[config.mk]
export PLATFORM = sky130hd
export DESIGN_NAME = rs232_avs_uart
export DESIGN_NICKNAME = d
export VERILOG_FILES = /design/src/rtl/rs232_pkg.sv /design/src/rtl/rs232_rx_deser.sv /design/src/rtl/rs232_avs_uart.sv
export SDC_FILE = /design/constraint.sdc
export NUM_CORES = 1
export LEC_CHECK = 0
export BUFFER_PORTS_ARGS = -buffer_cell sky130_fd_sc_hd__buf_4
export CAP_MARGIN = 20
export CORE_MARGIN = 1.5
export CORE_UTILIZATION = 57
export DETAILED_ROUTE_END_ITERATION = 12
export PLACE_DENSITY = 0.8
export SLEW_MARGIN = 20
export SYNTH_ARGS = -nofsm -noshare
export SYNTH_HDL_FRONTEND = slang
export SYNTH_SLANG_ARGS = --single-unit
[constraint.sdc]
create_clock -name avm_clk -period 2.6 [get_ports avm_clk]
set_input_delay 0.13 -clock avm_clk [delete_from_list [all_inputs] [get_ports avm_clk]]
set_output_delay 0.13 -clock avm_clk [all_outputs]
set_load 0.005 [all_outputs]
[src/rtl/rs232_pkg.sv]
// Shared register map, status bit positions and FSM encodings for the
// RS232 Avalon-MM UART.
package rs232_pkg;

    localparam logic [4:0] RX_BASE     = 5'd0;
    localparam logic [4:0] TX_BASE     = 5'd4;
    localparam logic [4:0] STATUS_BASE = 5'd8;

    localparam int RRDY_BIT = 7;
    localparam int TRDY_BIT = 6;
    localparam int TMT_BIT  = 5;
    localparam int TOE_BIT  = 4;
    localparam int ROE_BIT  = 3;
    localparam int FE_BIT   = 1;

    typedef enum logic [1:0] {RX_IDLE, RX_START, RX_DATA, RX_STOP} rx_state_e;
    typedef enum logic [1:0] {TX_IDLE, TX_START, TX_DATA, TX_STOP} tx_state_e;

endpackage

[src/rtl/rs232_rx_deser.sv]
// 8N1 receiver: input synchroniser, mid-bit sampling FSM and baud counter.
// Emits the received byte with a one-cycle valid pulse, or a frame-error pulse.
module rs232_rx_deser
    import rs232_pkg::*;
#(
    parameter int BAUD_DIV = 434
) (
    input  logic       clk_i,
    input  logic       rst_ni,
    input  logic       rxd_i,
    output logic [7:0] data_o,
    output logic       vld_o,
    output logic       fe_o
);

    localparam logic [15:0] BIT_LAST  = 16'(BAUD_DIV - 1);
    localparam logic [15:0] HALF_LAST = 16'(BAUD_DIV / 2 - 1);

    // [0],[1] synchroniser, [2] previous synchronised value for edge detect
    logic [2:0]  sync_q;
    rx_state_e   state_q, state_d;
    logic [15:0] cnt_q, cnt_d;
    logic [2:0]  bit_q, bit_d;
    logic [7:0]  sr_q, sr_d;
    logic        vld_q, vld_d, fe_q, fe_d;
    logic        rxs, fall;

    assign rxs  = sync_q[1];
    assign fall = sync_q[2] & ~sync_q[1];

    always_ff @(posedge clk_i or negedge rst_ni) begin
        if (!rst_ni) begin
            sync_q  <= 3'b111;
            state_q <= RX_IDLE;
            cnt_q   <= '0;
            bit_q   <= '0;
            sr_q    <= '0;
            vld_q   <= 1'b0;
            fe_q    <= 1'b0;
        end else begin
            sync_q  <= {sync_q[1:0], rxd_i};
            state_q <= state_d;
            cnt_q   <= cnt_d;
            bit_q   <= bit_d;
            sr_q    <= sr_d;
            vld_q   <= vld_d;
            fe_q    <= fe_d;
        end
    end

    always_comb begin
        state_d = state_q;
        cnt_d   = (cnt_q != '0) ? cnt_q - 16'd1 : cnt_q;
        bit_d   = bit_q;
        sr_d    = sr_q;
        vld_d   = 1'b0;
        fe_d    = 1'b0;
        unique case (state_q)
            RX_IDLE: if (fall) begin
                cnt_d   = HALF_LAST;
                state_d = RX_START;
            end
            RX_START: if (cnt_q == '0) begin
                // line back high at mid start bit: treat as a glitch
                if (!rxs) begin
                    cnt_d   = BIT_LAST;
                    bit_d   = '0;
                    state_d = RX_DATA;
                end else begin
                    state_d = RX_IDLE;
                end
            end
            RX_DATA: if (cnt_q == '0) begin
                sr_d  = {rxs, sr_q[7:1]};
                cnt_d = BIT_LAST;
                bit_d = bit_q + 3'd1;
                if (bit_q == 3'd7) state_d = RX_STOP;
            end
            RX_STOP: if (cnt_q == '0) begin
                vld_d   = rxs;
                fe_d    = ~rxs;
                state_d = RX_IDLE;
            end
            default: state_d = RX_IDLE;
        endcase
    end

    assign data_o = sr_q;
    assign vld_o  = vld_q;
    assign fe_o   = fe_q;

endmodule

[src/rtl/rs232_avs_uart.sv]
// Avalon-MM slave UART: RX/TX/STATUS registers, two-cycle ack handshake and
// the 8N1 transmitter; the receiver lives in rs232_rx_deser.
module rs232_avs_uart
    import rs232_pkg::*;
#(
    parameter int BAUD_DIV = 434
) (
    input  logic        avm_clk,
    input  logic        avm_rst,
    input  logic [4:0]  avs_address,
    input  logic        avs_read,
    output logic [31:0] avs_readdata,
    input  logic        avs_write,
    input  logic [31:0] avs_writedata,
    output logic        avs_waitrequest,
    input  logic        uart_rxd,
    output logic        uart_txd
);

    localparam logic [15:0] BIT_LAST = 16'(BAUD_DIV - 1);

    logic        ack_q, ack_d;
    logic [7:0]  rdata_q, rdata_d;
    logic        rrdy_q, rrdy_d, trdy_q, trdy_d, tmt_q, tmt_d;
    logic        toe_q, toe_d, roe_q, roe_d, fe_q, fe_d;
    logic [7:0]  rxbuf_q, rxbuf_d, txhold_q, txhold_d;
    tx_state_e   tx_state_q, tx_state_d;
    logic [15:0] tx_cnt_q, tx_cnt_d;
    logic [2:0]  tx_bit_q, tx_bit_d;
    logic [7:0]  tx_sr_q, tx_sr_d;
    logic        txd_q, txd_d;
    logic        tx_load, wr_done, rd_rx_done;
    logic [7:0]  status, rx_byte;
    logic        rx_vld, rx_fe;
    logic        unused_wdata;

    assign unused_wdata = ^avs_writedata[31:8];

    rs232_rx_deser #(.BAUD_DIV(BAUD_DIV)) u_rx (
        .clk_i  (avm_clk),
        .rst_ni (avm_rst),
        .rxd_i  (uart_rxd),
        .data_o (rx_byte),
        .vld_o  (rx_vld),
        .fe_o   (rx_fe)
    );

    always_ff @(posedge avm_clk or negedge avm_rst) begin
        if (!avm_rst) begin
            ack_q      <= 1'b0;
            rdata_q    <= '0;
            rrdy_q     <= 1'b0;
            trdy_q     <= 1'b1;
            tmt_q      <= 1'b1;
            toe_q      <= 1'b0;
            roe_q      <= 1'b0;
            fe_q       <= 1'b0;
            rxbuf_q    <= '0;
            txhold_q   <= '0;
            tx_state_q <= TX_IDLE;
            tx_cnt_q   <= '0;
            tx_bit_q   <= '0;
            tx_sr_q    <= '0;
            txd_q      <= 1'b1;
        end else begin
            ack_q      <= ack_d;
            rdata_q    <= rdata_d;
            rrdy_q     <= rrdy_d;
            trdy_q     <= trdy_d;
            tmt_q      <= tmt_d;
            toe_q      <= toe_d;
            roe_q      <= roe_d;
            fe_q       <= fe_d;
            rxbuf_q    <= rxbuf_d;
            txhold_q   <= txhold_d;
            tx_state_q <= tx_state_d;
            tx_cnt_q   <= tx_cnt_d;
            tx_bit_q   <= tx_bit_d;
            tx_sr_q    <= tx_sr_d;
            txd_q      <= txd_d;
        end
    end

    always_comb begin
        status           = '0;
        status[RRDY_BIT] = rrdy_q;
        status[TRDY_BIT] = trdy_q;
        status[TMT_BIT]  = tmt_q;
        status[TOE_BIT]  = toe_q;
        status[ROE_BIT]  = roe_q;
        status[FE_BIT]   = fe_q;
    end

    always_comb begin
        wr_done    = ack_q & avs_write;
        rd_rx_done = ack_q & avs_read & ~avs_write & (avs_address == RX_BASE);
        ack_d      = (avs_read | avs_write) & ~ack_q;
        rdata_d    = '0;
        if (ack_d && !avs_write) begin
            case (avs_address)
                RX_BASE:     rdata_d = rxbuf_q;
                STATUS_BASE: rdata_d = status;
                default:     rdata_d = '0;
            endcase
        end

        rrdy_d     = rrdy_q;
        trdy_d     = trdy_q;
        tmt_d      = tmt_q;
        toe_d      = toe_q;
        roe_d      = roe_q;
        fe_d       = fe_q;
        rxbuf_d    = rxbuf_q;
        txhold_d   = txhold_q;
        tx_state_d = tx_state_q;
        tx_cnt_d   = (tx_cnt_q != '0) ? tx_cnt_q - 16'd1 : tx_cnt_q;
        tx_bit_d   = tx_bit_q;
        tx_sr_d    = tx_sr_q;
        txd_d      = txd_q;
        tx_load    = 1'b0;

        unique case (tx_state_q)
            TX_IDLE:  tx_load = ~trdy_q;
            TX_START: if (tx_cnt_q == '0) begin
                txd_d      = tx_sr_q[0];
                tx_sr_d    = tx_sr_q >> 1;
                tx_bit_d   = '0;
                tx_cnt_d   = BIT_LAST;
                tx_state_d = TX_DATA;
            end
            TX_DATA: if (tx_cnt_q == '0) begin
                tx_cnt_d = BIT_LAST;
                if (tx_bit_q == 3'd7) begin
                    txd_d      = 1'b1;
                    tx_state_d = TX_STOP;
                end else begin
                    txd_d    = tx_sr_q[0];
                    tx_sr_d  = tx_sr_q >> 1;
                    tx_bit_d = tx_bit_q + 3'd1;
                end
            end
            TX_STOP: if (tx_cnt_q == '0) begin
                // a waiting hold byte follows with no idle gap
                if (!trdy_q) begin
                    tx_load = 1'b1;
                end else begin
                    tmt_d      = 1'b1;
                    tx_state_d = TX_IDLE;
                end
            end
            default: tx_state_d = TX_IDLE;
        endcase

        if (tx_load) begin
            tx_sr_d    = txhold_q;
            txd_d      = 1'b0;
            tx_cnt_d   = BIT_LAST;
            tx_state_d = TX_START;
            trdy_d     = 1'b1;
            tmt_d      = 1'b0;
        end

        if (wr_done && avs_address == STATUS_BASE) begin
            toe_d = 1'b0;
            roe_d = 1'b0;
            fe_d  = 1'b0;
        end
        if (wr_done && avs_address == TX_BASE) begin
            if (trdy_q || tx_load) begin
                txhold_d = avs_writedata[7:0];
                trdy_d   = 1'b0;
            end else begin
                toe_d = 1'b1;
            end
        end

        if (rd_rx_done) rrdy_d = 1'b0;
        if (rx_vld) begin
            rxbuf_d = rx_byte;
            rrdy_d  = 1'b1;
            if (rrdy_q && !rd_rx_done) roe_d = 1'b1;
        end
        if (rx_fe) fe_d = 1'b1;
    end

    assign avs_waitrequest = ~ack_q;
    assign avs_readdata    = {24'h0, rdata_q};
    assign uart_txd        = txd_q;

endmodule

==> flow_metrics.env <==
export IMPL_combPwrFrac_pct=31.8
export IMPL_synth_area_leaders="dfrtp_1 45%, mux2_2 6.2%, ha_1 3.8%, buf_4 3.7%, nor2_1 3.4%"
export IMPL_area_delta_synth_final_pct=11.01
export IMPL_min_period_ns=2.339
export IMPL_initial_utilization_pct=59.32
export IMPL_die_w_microns=95.70
export IMPL_slowest_stage="or4_1"
export IMPL_arrival_ns=2.64
export IMPL_ir_worst_vdd_uv=441.3
export IMPL_clk_pin_slew_ns=0.10
export IMPL_drive_above_1_share_pct=20.70
export IMPL_switchingPower_uw=1723
export IMPL_die_area_sq_um=9158
export IMPL_finalCritPeriodShare_pct=89.96
export IMPL_n_antenna_cell=0
export IMPL_vias_per_cell=5.765
export IMPL_cts_buffer_depth=2
export IMPL_dpl_instance_area_sq_um=5131
export IMPL_slew_headroom_pct=65.24
export IMPL_crit_required_ns=2.90
export IMPL_fillers=646
export IMPL_start_kind="register"
export IMPL_p_leak_uw=0.002544
export IMPL_p_int_uw=2864
export IMPL_place_ws_ns=0.1422
export IMPL_cts_tree="yes"
export IMPL_drt_pass1_iterations=5
export IMPL_setup_ws_ns=0.2612
export IMPL_drv_slew=0
export IMPL_r2r_slack_ns=0.26
export IMPL_place_congestion=0.8361
export IMPL_cts_max_level=3
export IMPL_vias=3557
export IMPL_ant_nets=0
export IMPL_final_hold_viol_count=0
export IMPL_grt_use_total_pct=22.32
export IMPL_syn_inst=466
export IMPL_status="finished clean"
export IMPL_maxCapViolCount=0
export IMPL_powerDensity_nw_per_um2=843.6
export IMPL_drt_iter0_drc=167
export IMPL_ys_ff_latch=95
export IMPL_io_pins=76
export IMPL_synth_area_leader_cell="dfrtp_1"
export IMPL_dpl_hpwl_microns=6414
export IMPL_rsz0062_at_grt="false"
export IMPL_die_y_microns=95.70
export IMPL_numCtsBuffers=9
export IMPL_grt_max_degree=57
export IMPL_worst_slew_pin_slew_ns=0.5214
export IMPL_max_freq_mhz=427.6
export IMPL_ys_warnings_count=0
export IMPL_whs_ns=0.02515
export IMPL_synth_area_sq_um=4898
export IMPL_path_cells="or4_1 -> or3_4 -> or2_4 -> or3_1 -> a21oi_2"
export IMPL_clkLatencyLatePin_ns=0.37
export IMPL_cts_root_buf="clkbuf_8"
export IMPL_criticalPathCategory="reg2reg"
export IMPL_io_buffers=27
export IMPL_crit_path_max_incr_delay_ns=0.58
export IMPL_synth_common_cells="89 x dfrtp_1, 45 x nor2_1, 27 x mux2_2"
export IMPL_async_reset_ff_share_pct=100.0
export IMPL_path_max_fanout=14
export IMPL_grt_pass1_vias=3490
export IMPL_synth_distinct_cells=63
export IMPL_synth_enable_flop_cells=0
export IMPL_wl_per_cell_microns=15.06
export IMPL_synth_area_per_cell_sq_um=10.51
export IMPL_power_share_clock_pct=20.4
export IMPL_drc=0
export IMPL_cp_end_kind="register"
export IMPL_ys_seq_area_share_pct=48.68
export IMPL_hold_path_class="in2reg"
export IMPL_core_sq_um=8258
export IMPL_grt_overflow_total=0
export IMPL_synth_top_cell_area_share_pct=45.47
export IMPL_swShare_pct=37.56
export IMPL_finClkSkew_ns=0.01460
export IMPL_ys_flop_type="dfrtp_1"
export IMPL_ff2ff_path_depth=5
export IMPL_antenna_found_initial=0
export IMPL_stdcell_area_sq_um=5438
export IMPL_hold_path_depth=2
export IMPL_grt_first_pass_wirelength_microns=15840
export IMPL_fin_nets=564
export IMPL_setup_tns_final_ns=0
export IMPL_clock_sinks=95
export IMPL_finalSetupViolations=0
export IMPL_row_count=33
export IMPL_pwr_share_seq_pct=47.8
export IMPL_drt_total_wl_microns=9289
export IMPL_synth_most_common_cell="dfrtp_1"
placed cells by master, fill, tap and decap left out, drive strengths merged, types with 10 or more instances in the layout:
cell type     n
ha           15
nor3         21
buf          38
nand2        24
or3          11
dfrtp        89
mux2         27
a21oi        10
nor2         46
inv          22
conb         24
nand2b       10
nand3        10
o21ai        12
dlygate4sd3  10
per-stage QoR:
step	util [%]	std cells	power [uW]
final	65.85	617	4587
after CTS	65.61	615	4573
after global placement	62.14	589	3510
after floorplan	-	489	3260
after global routing	65.85	617	4914
after detailed placement	62.14	589	3614
path summary, 6_finish.rpt:
| path | from | end |
|---|---|---|
| setup / recovery | tx_cnt_q[10] | tx_cnt_q[1] |
| hold / removal | avs_address[3] | rdata_q[0] |
| setup reg to reg | tx_cnt_q[10] | tx_cnt_q[1] |
| hold reg to reg | u_rx.sync_q[0] | u_rx.sync_q[1] |
| max in group asynchronous | avm_rst | uart_txd |
| min in group asynchronous | avm_rst | rxbuf_q[0] |
registers in the layout (all words and copies together), names as in the netlist, 2 cells and up, named ones only:
name,flops
rdata_q,8
rxbuf_q,8
tx_bit_q,3
tx_cnt_q,16
tx_sr_q,8
tx_state_q,2
txhold_q,8
u_rx.bit_q,3
u_rx.cnt_q,16
u_rx.data_o,8
u_rx.sync_q,3
cell type report:
type / count / area (sq um) / share of cell area [%]
Clock buffer: 9 / 123.9 / 2.278
Multi-Input combinational cell: 335 / 2270 / 41.74
Timing Repair Buffer: 48 / 397.9 / 7.317
Inverter: 18 / 67.56 / 1.243
Tap cell: 105 / 131.4 / 2.416
Clock inverter: 7 / 62.56 / 1.150
Sequential cell: 95 / 2385 / 43.86
critical path, delay by kind of cell (launching register included):
| kind | cells | cell delay, ns |
|---|---|---|
| compound gates | 1 | 0.13 |
| flops | 1 | 0.44 |
| simple gates | 4 | 1.71 |
power groups by stage:
stage	Combinational (uW)	Clock [uW]	Sequential, uW
5_1_grt	1660	1010	2250
6_report	1460	936	2190
3_5_place_dp	1400	0	2210
2_1_floorplan	1160	0	2100
3_3_place_gp	1330	0	2180
4_1_cts	1430	956	2180
metal layers:
metal,up-vias,GRT usage [%],part of all wire (%)
met4,0,9.559,1.7
met2,103,36.97,49
met1,1750,28.86,45
li1,1685,-,-
met3,19,3.870,4.3
met5,-,0,0
kinds of logic after synthesis:
kind of cell	synth area share, %
other	0.07655
XOR/XNOR	2.861
flip-flops	48.68
AO/OA/AOI/OAI	11.32
buffers and inverters	6.845
multiplexers	7.433
adder cells (fa/ha/maj)	3.831
AND/OR/NAND/NOR	18.95
timing repair:
action                                  CTS  global route
endpoints found under the hold margin    46             0
hold buffers                             10             0
resized for setup                         0             1
endpoints found under the setup margin    0             3
setup buffers                             0             2
Note: power is estimated with default switching activity, not from simulation.
